<file path="config.mk">
export PLATFORM = sky130hd
export DESIGN_NAME = mtm_alu_sequencer_flat
export DESIGN_NICKNAME = d
export VERILOG_FILES = /design/src/rtl/mtm_alu_sequencer_if.sv /design/src/rtl/mtm_alu_sequencer.sv /design/src/flat_wrapper.sv
export SDC_FILE = /design/constraint.sdc
export NUM_CORES = 1
export LEC_CHECK = 0
export ABC_AREA = 1
export ABC_CLOCK_PERIOD_IN_PS = 7620
export BUFFER_PORTS_ARGS = -buffer_cell sky130_fd_sc_hd__buf_2
export CORE_ASPECT_RATIO = 2
export CORE_MARGIN = 2
export CORE_UTILIZATION = 49
export CTS_CLUSTER_SIZE = 40
export DETAILED_ROUTE_END_ITERATION = 10
export PLACE_DENSITY = 0.74
export SLEW_MARGIN = 30
export SYNTH_ARGS = -nofsm -noshare
export SYNTH_HDL_FRONTEND = slang
export SYNTH_SLANG_ARGS = --single-unit
</file>
<file path="constraint.sdc">
create_clock -name clk -period 7.62 [get_ports clk]
set_clock_uncertainty 0.05 [all_clocks]
set_input_delay 1.524 -clock clk [delete_from_list [all_inputs] [get_ports clk]]
set_output_delay 1.524 -clock clk [all_outputs]
set_load 0.01 [all_outputs]
</file>
<file path="src/rtl/mtm_alu_sequencer_if.sv">
// ---------------------------------------------------------------------------
// mtm_alu_sequencer_if
// Bundle of every non-clock/reset signal of mtm_alu_sequencer.
//   byte input side : in_valid, in_data, in_is_cmd -> sequencer; in_ready <- sequencer
//   core side       : core_a, core_b, core_op, core_err, core_dr, core_rst_n
//                     <- sequencer; core_c, core_ctl -> sequencer
//   result side     : res_valid, res_c, res_ctl, res_is_err <- sequencer;
//                     res_ready -> sequencer
//   debug           : seq_state, current FSM state of the sequencer
// Handshakes: a byte is taken on a rising edge with in_valid & in_ready
// (bytes offered while in_ready = 0 are lost); a result is taken on a rising
// edge with res_valid & res_ready, and res_* hold still until then.
// modport slave  : the sequencer view
// modport master : the environment view (deserializer, core, serializer)
// ---------------------------------------------------------------------------
interface mtm_alu_sequencer_if;
   logic        in_valid;
   logic [7:0]  in_data;
   logic        in_is_cmd;
   logic        in_ready;
   logic [32:0] core_a;
   logic [32:0] core_b;
   logic [2:0]  core_op;
   logic [6:0]  core_err;
   logic        core_dr;
   logic        core_rst_n;
   logic [32:0] core_c;
   logic [7:0]  core_ctl;
   logic        res_valid;
   logic        res_ready;
   logic [31:0] res_c;
   logic [7:0]  res_ctl;
   logic        res_is_err;
   logic [1:0]  seq_state;

   modport slave (
      input  in_valid, in_data, in_is_cmd, core_c, core_ctl, res_ready,
      output in_ready, core_a, core_b, core_op, core_err, core_dr, core_rst_n,
             res_valid, res_c, res_ctl, res_is_err, seq_state
   );

   modport master (
      output in_valid, in_data, in_is_cmd, core_c, core_ctl, res_ready,
      input  in_ready, core_a, core_b, core_op, core_err, core_dr, core_rst_n,
             res_valid, res_c, res_ctl, res_is_err, seq_state
   );
endinterface

</file>
<file path="src/rtl/mtm_alu_sequencer.sv">
// ---------------------------------------------------------------------------
// mtm_alu_sequencer
// Frame controller between the byte deserializer and mtm_Alu_core.
// Collects 8 data bytes (B first, then A, MSB first) and a command byte
// {x, OP[2:0], CRC[3:0]}, checks the frame, drives A/B/OP/err_flags to the
// core with a one-cycle data_ready pulse, captures C/CTL and offers them to
// the serializer.
// Ports:
//   clk  - system clock, rising edge
//   rst  - asynchronous active-high reset
//   bus  - mtm_alu_sequencer_if.slave (byte input, core side, result side)
// Optional feature: define MTM_SEQ_CRC_CHECK_EN to check the CRC4 field of
// the command byte; when undefined the CRC field is ignored and ce = 0.
// ---------------------------------------------------------------------------
module mtm_alu_sequencer #(
   parameter int DATA_BYTES = 8,
   parameter int OP_W       = 3
) (
   input logic                 clk,
   input logic                 rst,
   mtm_alu_sequencer_if.slave  bus
);

   typedef enum logic [1:0] {
      COLLECT = 2'd0,
      START   = 2'd1,
      CAPTURE = 2'd2,
      OUTPUT  = 2'd3
   } state_t;

   state_t      state;
   logic [63:0] ba;       // {B, A} once a full frame has been shifted in
   logic [3:0]  cnt;
   logic        ovf;

   logic [OP_W-1:0] cmd_op;
   logic            de, ce, oe;
   logic [6:0]      err_flags;

   assign cmd_op = bus.in_data[4 +: OP_W];

   // A wrong byte count masks the CRC and opcode checks.
   assign de = (cnt != 4'(DATA_BYTES)) | ovf;

`ifdef MTM_SEQ_CRC_CHECK_EN
   // CRC4, poly x^4+x+1, init 0, bit-serial MSB first.
   function automatic logic [3:0] crc4(input logic [67:0] d);
      logic [3:0] c;
      logic       fb;
      c = '0;
      for (int i = 67; i >= 0; i--) begin
         fb = c[3] ^ d[i];
         c  = {c[2:0], 1'b0} ^ {2'b00, fb, fb};
      end
      return c;
   endfunction

   assign ce = ~de & (crc4({ba, 1'b1, cmd_op}) != bus.in_data[3:0]);

   logic unused_bits;
   assign unused_bits = ^{bus.in_data[7], bus.core_c[32]};
`else
   assign ce = 1'b0;

   logic unused_bits;
   assign unused_bits = ^{bus.in_data[7], bus.in_data[3:0], bus.core_c[32]};
`endif

   assign oe = ~de & ~(cmd_op inside {3'b000, 3'b001, 3'b100, 3'b101});

   assign err_flags = (de | ce | oe) ? {1'b1, de, ce, oe, de, ce, oe} : 7'd0;

   assign bus.core_rst_n = ~rst;
   assign bus.seq_state  = state;

   always_ff @(posedge clk or posedge rst) begin
      if (rst) begin
         state          <= COLLECT;
         ba             <= '0;
         cnt            <= '0;
         ovf            <= 1'b0;
         bus.in_ready   <= 1'b0;
         bus.core_a     <= '0;
         bus.core_b     <= '0;
         bus.core_op    <= '0;
         bus.core_err   <= '0;
         bus.core_dr    <= 1'b0;
         bus.res_valid  <= 1'b0;
         bus.res_c      <= '0;
         bus.res_ctl    <= '0;
         bus.res_is_err <= 1'b0;
      end else begin
         case (state)
            COLLECT: begin
               // in_ready comes up one cycle after reset release.
               bus.in_ready <= 1'b1;
               if (bus.in_valid && bus.in_ready) begin
                  if (bus.in_is_cmd) begin
                     // Core inputs settle together with the dr pulse and
                     // stay put until the next command.
                     bus.core_a   <= {1'b0, ba[31:0]};
                     bus.core_b   <= {1'b0, ba[63:32]};
                     bus.core_op  <= cmd_op;
                     bus.core_err <= err_flags;
                     bus.core_dr  <= 1'b1;
                     bus.in_ready <= 1'b0;
                     state        <= START;
                  end else begin
                     if (cnt < 4'(DATA_BYTES))
                        ba <= {ba[55:0], bus.in_data};
                     else
                        ovf <= 1'b1;
                     if (cnt != 4'hF)
                        cnt <= cnt + 4'd1;
                  end
               end
            end
            START: begin
               bus.core_dr <= 1'b0;
               state       <= CAPTURE;
            end
            CAPTURE: begin
               bus.res_c      <= bus.core_c[31:0];
               bus.res_ctl    <= bus.core_ctl;
               bus.res_is_err <= bus.core_err[6];
               bus.res_valid  <= 1'b1;
               state          <= OUTPUT;
            end
            OUTPUT: begin
               if (bus.res_ready) begin
                  bus.res_valid <= 1'b0;
                  bus.in_ready  <= 1'b1;
                  cnt           <= '0;
                  ovf           <= 1'b0;
                  state         <= COLLECT;
               end
            end
            default: state <= COLLECT;
         endcase
      end
   end

endmodule
</file>
<file path="src/flat_wrapper.sv">
// flat-port wrapper written by rule: the top's interface ports become plain ports
module mtm_alu_sequencer_flat 
#(
   parameter int DATA_BYTES = 8,
   parameter int OP_W       = 3
)
  (clk, rst, bus_in_valid, bus_in_data, bus_in_is_cmd, bus_core_c, bus_core_ctl, bus_res_ready, bus_in_ready, bus_core_a, bus_core_b, bus_core_op, bus_core_err, bus_core_dr, bus_core_rst_n, bus_res_valid, bus_res_c, bus_res_ctl, bus_res_is_err, bus_seq_state);
  mtm_alu_sequencer_if bus_i ();
  input logic clk;
  input logic rst;
  input wire logic [$bits(bus_i.in_valid)-1:0] bus_in_valid;
  input wire logic [$bits(bus_i.in_data)-1:0] bus_in_data;
  input wire logic [$bits(bus_i.in_is_cmd)-1:0] bus_in_is_cmd;
  input wire logic [$bits(bus_i.core_c)-1:0] bus_core_c;
  input wire logic [$bits(bus_i.core_ctl)-1:0] bus_core_ctl;
  input wire logic [$bits(bus_i.res_ready)-1:0] bus_res_ready;
  output wire logic [$bits(bus_i.in_ready)-1:0] bus_in_ready;
  output wire logic [$bits(bus_i.core_a)-1:0] bus_core_a;
  output wire logic [$bits(bus_i.core_b)-1:0] bus_core_b;
  output wire logic [$bits(bus_i.core_op)-1:0] bus_core_op;
  output wire logic [$bits(bus_i.core_err)-1:0] bus_core_err;
  output wire logic [$bits(bus_i.core_dr)-1:0] bus_core_dr;
  output wire logic [$bits(bus_i.core_rst_n)-1:0] bus_core_rst_n;
  output wire logic [$bits(bus_i.res_valid)-1:0] bus_res_valid;
  output wire logic [$bits(bus_i.res_c)-1:0] bus_res_c;
  output wire logic [$bits(bus_i.res_ctl)-1:0] bus_res_ctl;
  output wire logic [$bits(bus_i.res_is_err)-1:0] bus_res_is_err;
  output wire logic [$bits(bus_i.seq_state)-1:0] bus_seq_state;
  assign bus_i.in_valid = bus_in_valid;
  assign bus_i.in_data = bus_in_data;
  assign bus_i.in_is_cmd = bus_in_is_cmd;
  assign bus_i.core_c = bus_core_c;
  assign bus_i.core_ctl = bus_core_ctl;
  assign bus_i.res_ready = bus_res_ready;
  assign bus_in_ready = bus_i.in_ready;
  assign bus_core_a = bus_i.core_a;
  assign bus_core_b = bus_i.core_b;
  assign bus_core_op = bus_i.core_op;
  assign bus_core_err = bus_i.core_err;
  assign bus_core_dr = bus_i.core_dr;
  assign bus_core_rst_n = bus_i.core_rst_n;
  assign bus_res_valid = bus_i.res_valid;
  assign bus_res_c = bus_i.res_c;
  assign bus_res_ctl = bus_i.res_ctl;
  assign bus_res_is_err = bus_i.res_is_err;
  assign bus_seq_state = bus_i.seq_state;
  mtm_alu_sequencer #(.DATA_BYTES(DATA_BYTES), .OP_W(OP_W)) u_core (.clk(clk), .rst(rst), .bus(bus_i));
endmodule
</file>
### Word level (Yosys, flattened, before mapping)

Cells that the tools add are included.

| cells by class | value |
|---|---|
| $add $sub $neg | 1 |
| $lt $le $gt $ge | 1 |
| eq/ne operators | 14 |
| multiplexer cells | 23 |
| bitwise logic cells | 7 |
| reduce and logical (&&, ||, !) cells | 15 |

Operators by type and width:

| kind | number |
|---|---|
| 4-bit 2-to-1 mux | 4 |
| 5-bit AND reduction | 2 |
| 1-bit 2-to-1 mux | 9 |
| 3-bit AND reduction | 3 |
| 2-bit inequality test, second input constant | 4 |
| 4-bit inequality test, second input constant | 2 |
| 1-bit one-hot mux with 2 select lines | 4 |
| 2-bit one-hot mux with 4 select lines | 1 |
| 4-bit one-hot mux with 2 select lines | 1 |
| 7-bit 2-to-1 mux | 1 |
| 3-bit equality test, second input constant | 2 |
| 2-bit 2-to-1 mux | 3 |
| 2-bit nonzero test | 3 |
| 4-bit by 1-bit adder with 4-bit output, second input constant | 1 |
| 2-bit equality test, second input constant | 2 |
| 4-bit less-than comparator, second input constant | 1 |
| 2-bit by 1-bit inequality test with 1-bit output, second input constant | 2 |
| 1-bit inverter | 4 |
| 2-bit AND reduction | 2 |
| 4-bit AND reduction | 1 |
| 4-bit nonzero test | 1 |
| 3-bit by 1-bit equality test with 1-bit output, second input constant | 1 |
| 3-bit logical NOT | 1 |
| 2-bit by 1-bit equality test with 1-bit output, second input constant | 1 |
| other kinds (4) | 5 |

| word-level totals | value |
|---|---|
| register bits | 189 |
| bits of input ports | 54 |
| output and inout bits | 123 |
| logic and storage cells | 75 |

### Longest topological paths before layout

| depth | value |
|---|---|
| word-level depth | 6 |
| mapped depth | 10 |
| depth with buffers taken out | 9 |

### Worst setup path after synthesis

OpenSTA, ideal clock, no wires.

| timing | value |
|---|---|
| path type | input to output |
| from | input port rst |
| to | output port bus_core_rst_n |
| data arrival time | 5.380 ns |
| required time | 6.046 ns |
| path slack | 0.666 ns |
| stages on the path | 1 |
| buffers on the path | 0 |
| path through | inv_1 |

| on the way | value |
|---|---|
| cells in the longest elaborated chain, start to end | 1 |

Ends and longest elaborated chain:

| element | RTL line | RTL |
|---|---|---|
| start, declared | flat_wrapper.sv:10 | `input logic rst;` |
| 1-bit inverter | mtm_alu_sequencer.sv:73 | `assign bus.core_rst_n = ~rst;` |
| end, declared | flat_wrapper.sv:23 | `output wire logic [$bits(bus_i.core_rst_n)-1:0] bus_core_rst_n;` |

Every way passes these cells.

### Worst setup path in the final report

Ends and elaborated chain as after synthesis.

==> flow_summary.toml <==
[status]
status = "finished, final reports clean"

[setup_path]
crit_arrival_ps = 2470
cpMaxStageDelayCell = "inv_8"
critical_path.cell_chain = "buf_2, inv_8, buf_2"
required_ps = 6050
cpPeakStageDelay_ps = 480
cpMostUsedCell = "buf_2"
worstSetupStartpointType = "input pin"
critPathKind = "in -> out"
cp-end-kind = "output pin"
critPathMaxFanout = 107

[floorplanning]
start_util_pct = 50.0
fp.coreArea_um2 = 14400
row_count = 62
die-area_um2 = 15700
io_pins = 177
die_w_um = 89.6
die_h_um = 175

[cts]
cts_buffer_depth = 2
clockRootBuffer = "clkbuf_16"
cts_tree = "built"
h-tree-depth = 4
cts_hold_buf = 0
clock_sinks = 185
cts.reportedPaths.clkPinSlew_ps = 70
cts_setup_buffers = 0
cts_buffers = 17
insertion_delay_ps = 430
cts-resized-gates = 0

[power_and_ir_drop]
p_int_mw = 2.44
power_density_nw_per_um2 = 439
switching_power_mw = 1.37
clkPwrFrac_pct = 22.7
pwr-share-seq_pct = 43.6
p_leak_nw = 4.53
combPwrFrac_pct = 33.7
ir_drop_uv = 276
switching_share_pct = 36.1

[min_path]
min_path_type = "reg -> reg"

[place]
post-dp-hpwl_um = 10300
gp_congestion = 0.881
place.port_buffers = 171

[global_route]
first_global_vias = 4863
gr-usage-all-layers_pct = 20.3
grt_overflow_total = 0
grt_max_degree = 108
antenna_found_initial = 0
grt_pass1_wl_um = 24100

[timing]
setup_viol = 0
final.period_utilization_pct = 53.1
setup_tns_ps = 0
relSlewSlack_pct = 50.6
tightest_slew_ps = 740
fmax_mhz = 247
slew_viol_final = 0
hold_violations = 0
min_period_ps = 4050
rsz0062_at_grt = "false"
hold_ws_ps = 416

[synth]
ys_ff_latch = 185
ys_seq_area_share_pct = 64.5
synthTopCellsByArea = "dfrtp_1, nand2_1, mux2_2, o21ai_1, inv_1"
ys_types = 24
avgSynthCellArea_um2 = 10.5
yosysTopAreaCellShare_pct = 64.5
ys.warnings.count = 0
synth_top_area_cell = "dfrtp_1"
syn_inst = 686
synthesis.area_um2 = 7170

[finish]
final_nets = 903
num_antenna_cells = 0
drive_gt1_share_pct = 30.1
area_growth_pct = 21.1
layout_commonest_cell = "dfrtp_1"
final_cell_mix = "dfrtp_1, nand2_1, buf_2, o21ai_1, inv_1"

[detailed_routing]
drc_errors = 0
via_per_inst = 4.80
drtIter0Drc = 264
ant_nets = 0
wl_per_cell_um = 14.3
drt-pass1-iter-count = 4
wl_um = 14900
via_count = 5027

[run]
max_cap_viol_count = 0
==> worst paths after layout <==
kind,to,slack [ps],from,cells past startpoint
max,bus_core_rst_n,3570,rst,3
min,u_core.bus.core_b[30]$_DFFE_PP0P_,420,u_core.bus.core_b[30]$_DFFE_PP0P_,2
max in group asynchronous,u_core.bus.res_c[11]$_DFFE_PP0P_,5180,rst,3
min in group asynchronous,u_core.bus.core_a[0]$_DFFE_PP0P_,1150,rst,2
max reg2reg,u_core.bus.core_b[9]$_DFFE_PP0P_,4610,u_core.bus.seq_state[0]$_DFFE_PP0P_,9
min reg2reg,u_core.bus.core_b[30]$_DFFE_PP0P_,420,u_core.bus.core_b[30]$_DFFE_PP0P_,2
==> per-layer routing <==
layer,vias up,GRT usage [%],wire length [um]
met2,156,34.5,7890
met3,22,5.05,665
li1,2489,-,-
met4,0,8.40,429
met1,2360,23.8,5960
met5,-,0,0
==> cell families after synthesis <==
family                   Yosys count  synth area share, %
XOR/XNOR                           1                0.122
flip-flops                       185                 64.5
AND/OR/NAND/NOR                  219                 11.9
buffers and inverters            107                 6.92
multiplexers                      41                 6.44
AO/OA/AOI/OAI                    125                 8.77
other                              1               0.0523
adder cells (fa/ha/maj)            7                 1.22
==> cell usage after synthesis (all sizes together) <==
library cell / instances
nand2: 184
o22ai: 1
o21ai: 106
clkbuf: 5
or2: 1
buf: 36
mux2: 41
inv: 66
o21bai: 1
nand4: 5
dfrtp: 185
a21oi: 17
nor3: 1
nor2: 20
nand3: 8
ha: 7
xor2: 1
conb: 1
==> layout make-up <==
| class | count | area, um^2 |
|---|---|---|
| Tap cell | 192 | 240 |
| Clock buffer | 17 | 425 |
| Sequential cell | 185 | 4630 |
| Inverter | 66 | 256 |
| Fill cell | 1234 | 5670 |
| Clock inverter | 15 | 160 |
| Timing Repair Buffer | 175 | 890 |
| Multi-Input combinational cell | 397 | 2080 |
==> sequential cells by signal, summed over array words and instances, names as in the netlist <==
| signal | count |
|---|---|
| u_core.bus.res_is_err | 1 |
| u_core.bus.core_a | 32 |
| u_core.bus.res_ctl | 8 |
| u_core.bus.core_op | 3 |
| u_core.cnt | 4 |
| u_core.ovf | 1 |
| u_core.bus.core_err | 3 |
| u_core.bus.in_ready | 1 |
| u_core.bus.core_b | 32 |
| u_core.ba | 64 |
| u_core.bus.res_valid | 1 |
| u_core.bus.seq_state | 2 |
| u_core.bus.core_dr | 1 |
| u_core.bus.res_c | 32 |
==> worst max-delay path: cells and delay by family <==
family	cells	cell delay, ps
buf+inv	3	860
==> stage by stage <==
step,setup slack (ps),area (um^2),util [%],instances,power [mW]
global placement,3580,8090,56.3,1015,2.93
global route,3470,8680,60.5,1047,4.11
CTS,3560,8680,60.5,1047,3.87
floorplan,666,7180,-,689,2.48
detailed placement,3560,8100,56.4,1015,2.98
finish,3570,8680,60.5,1047,3.81
==> power groups by stage <==
stage	sequential [mW]	clock [mW]	combinational, mW
2_1_floorplan	1.78	0	0.705
3_3_place_gp	1.66	0	1.27
3_5_place_dp	1.68	0	1.31
4_1_cts	1.66	0.889	1.31
5_1_grt	1.72	0.932	1.46
6_report	1.66	0.867	1.28
(Power assumes the default switching activity.)
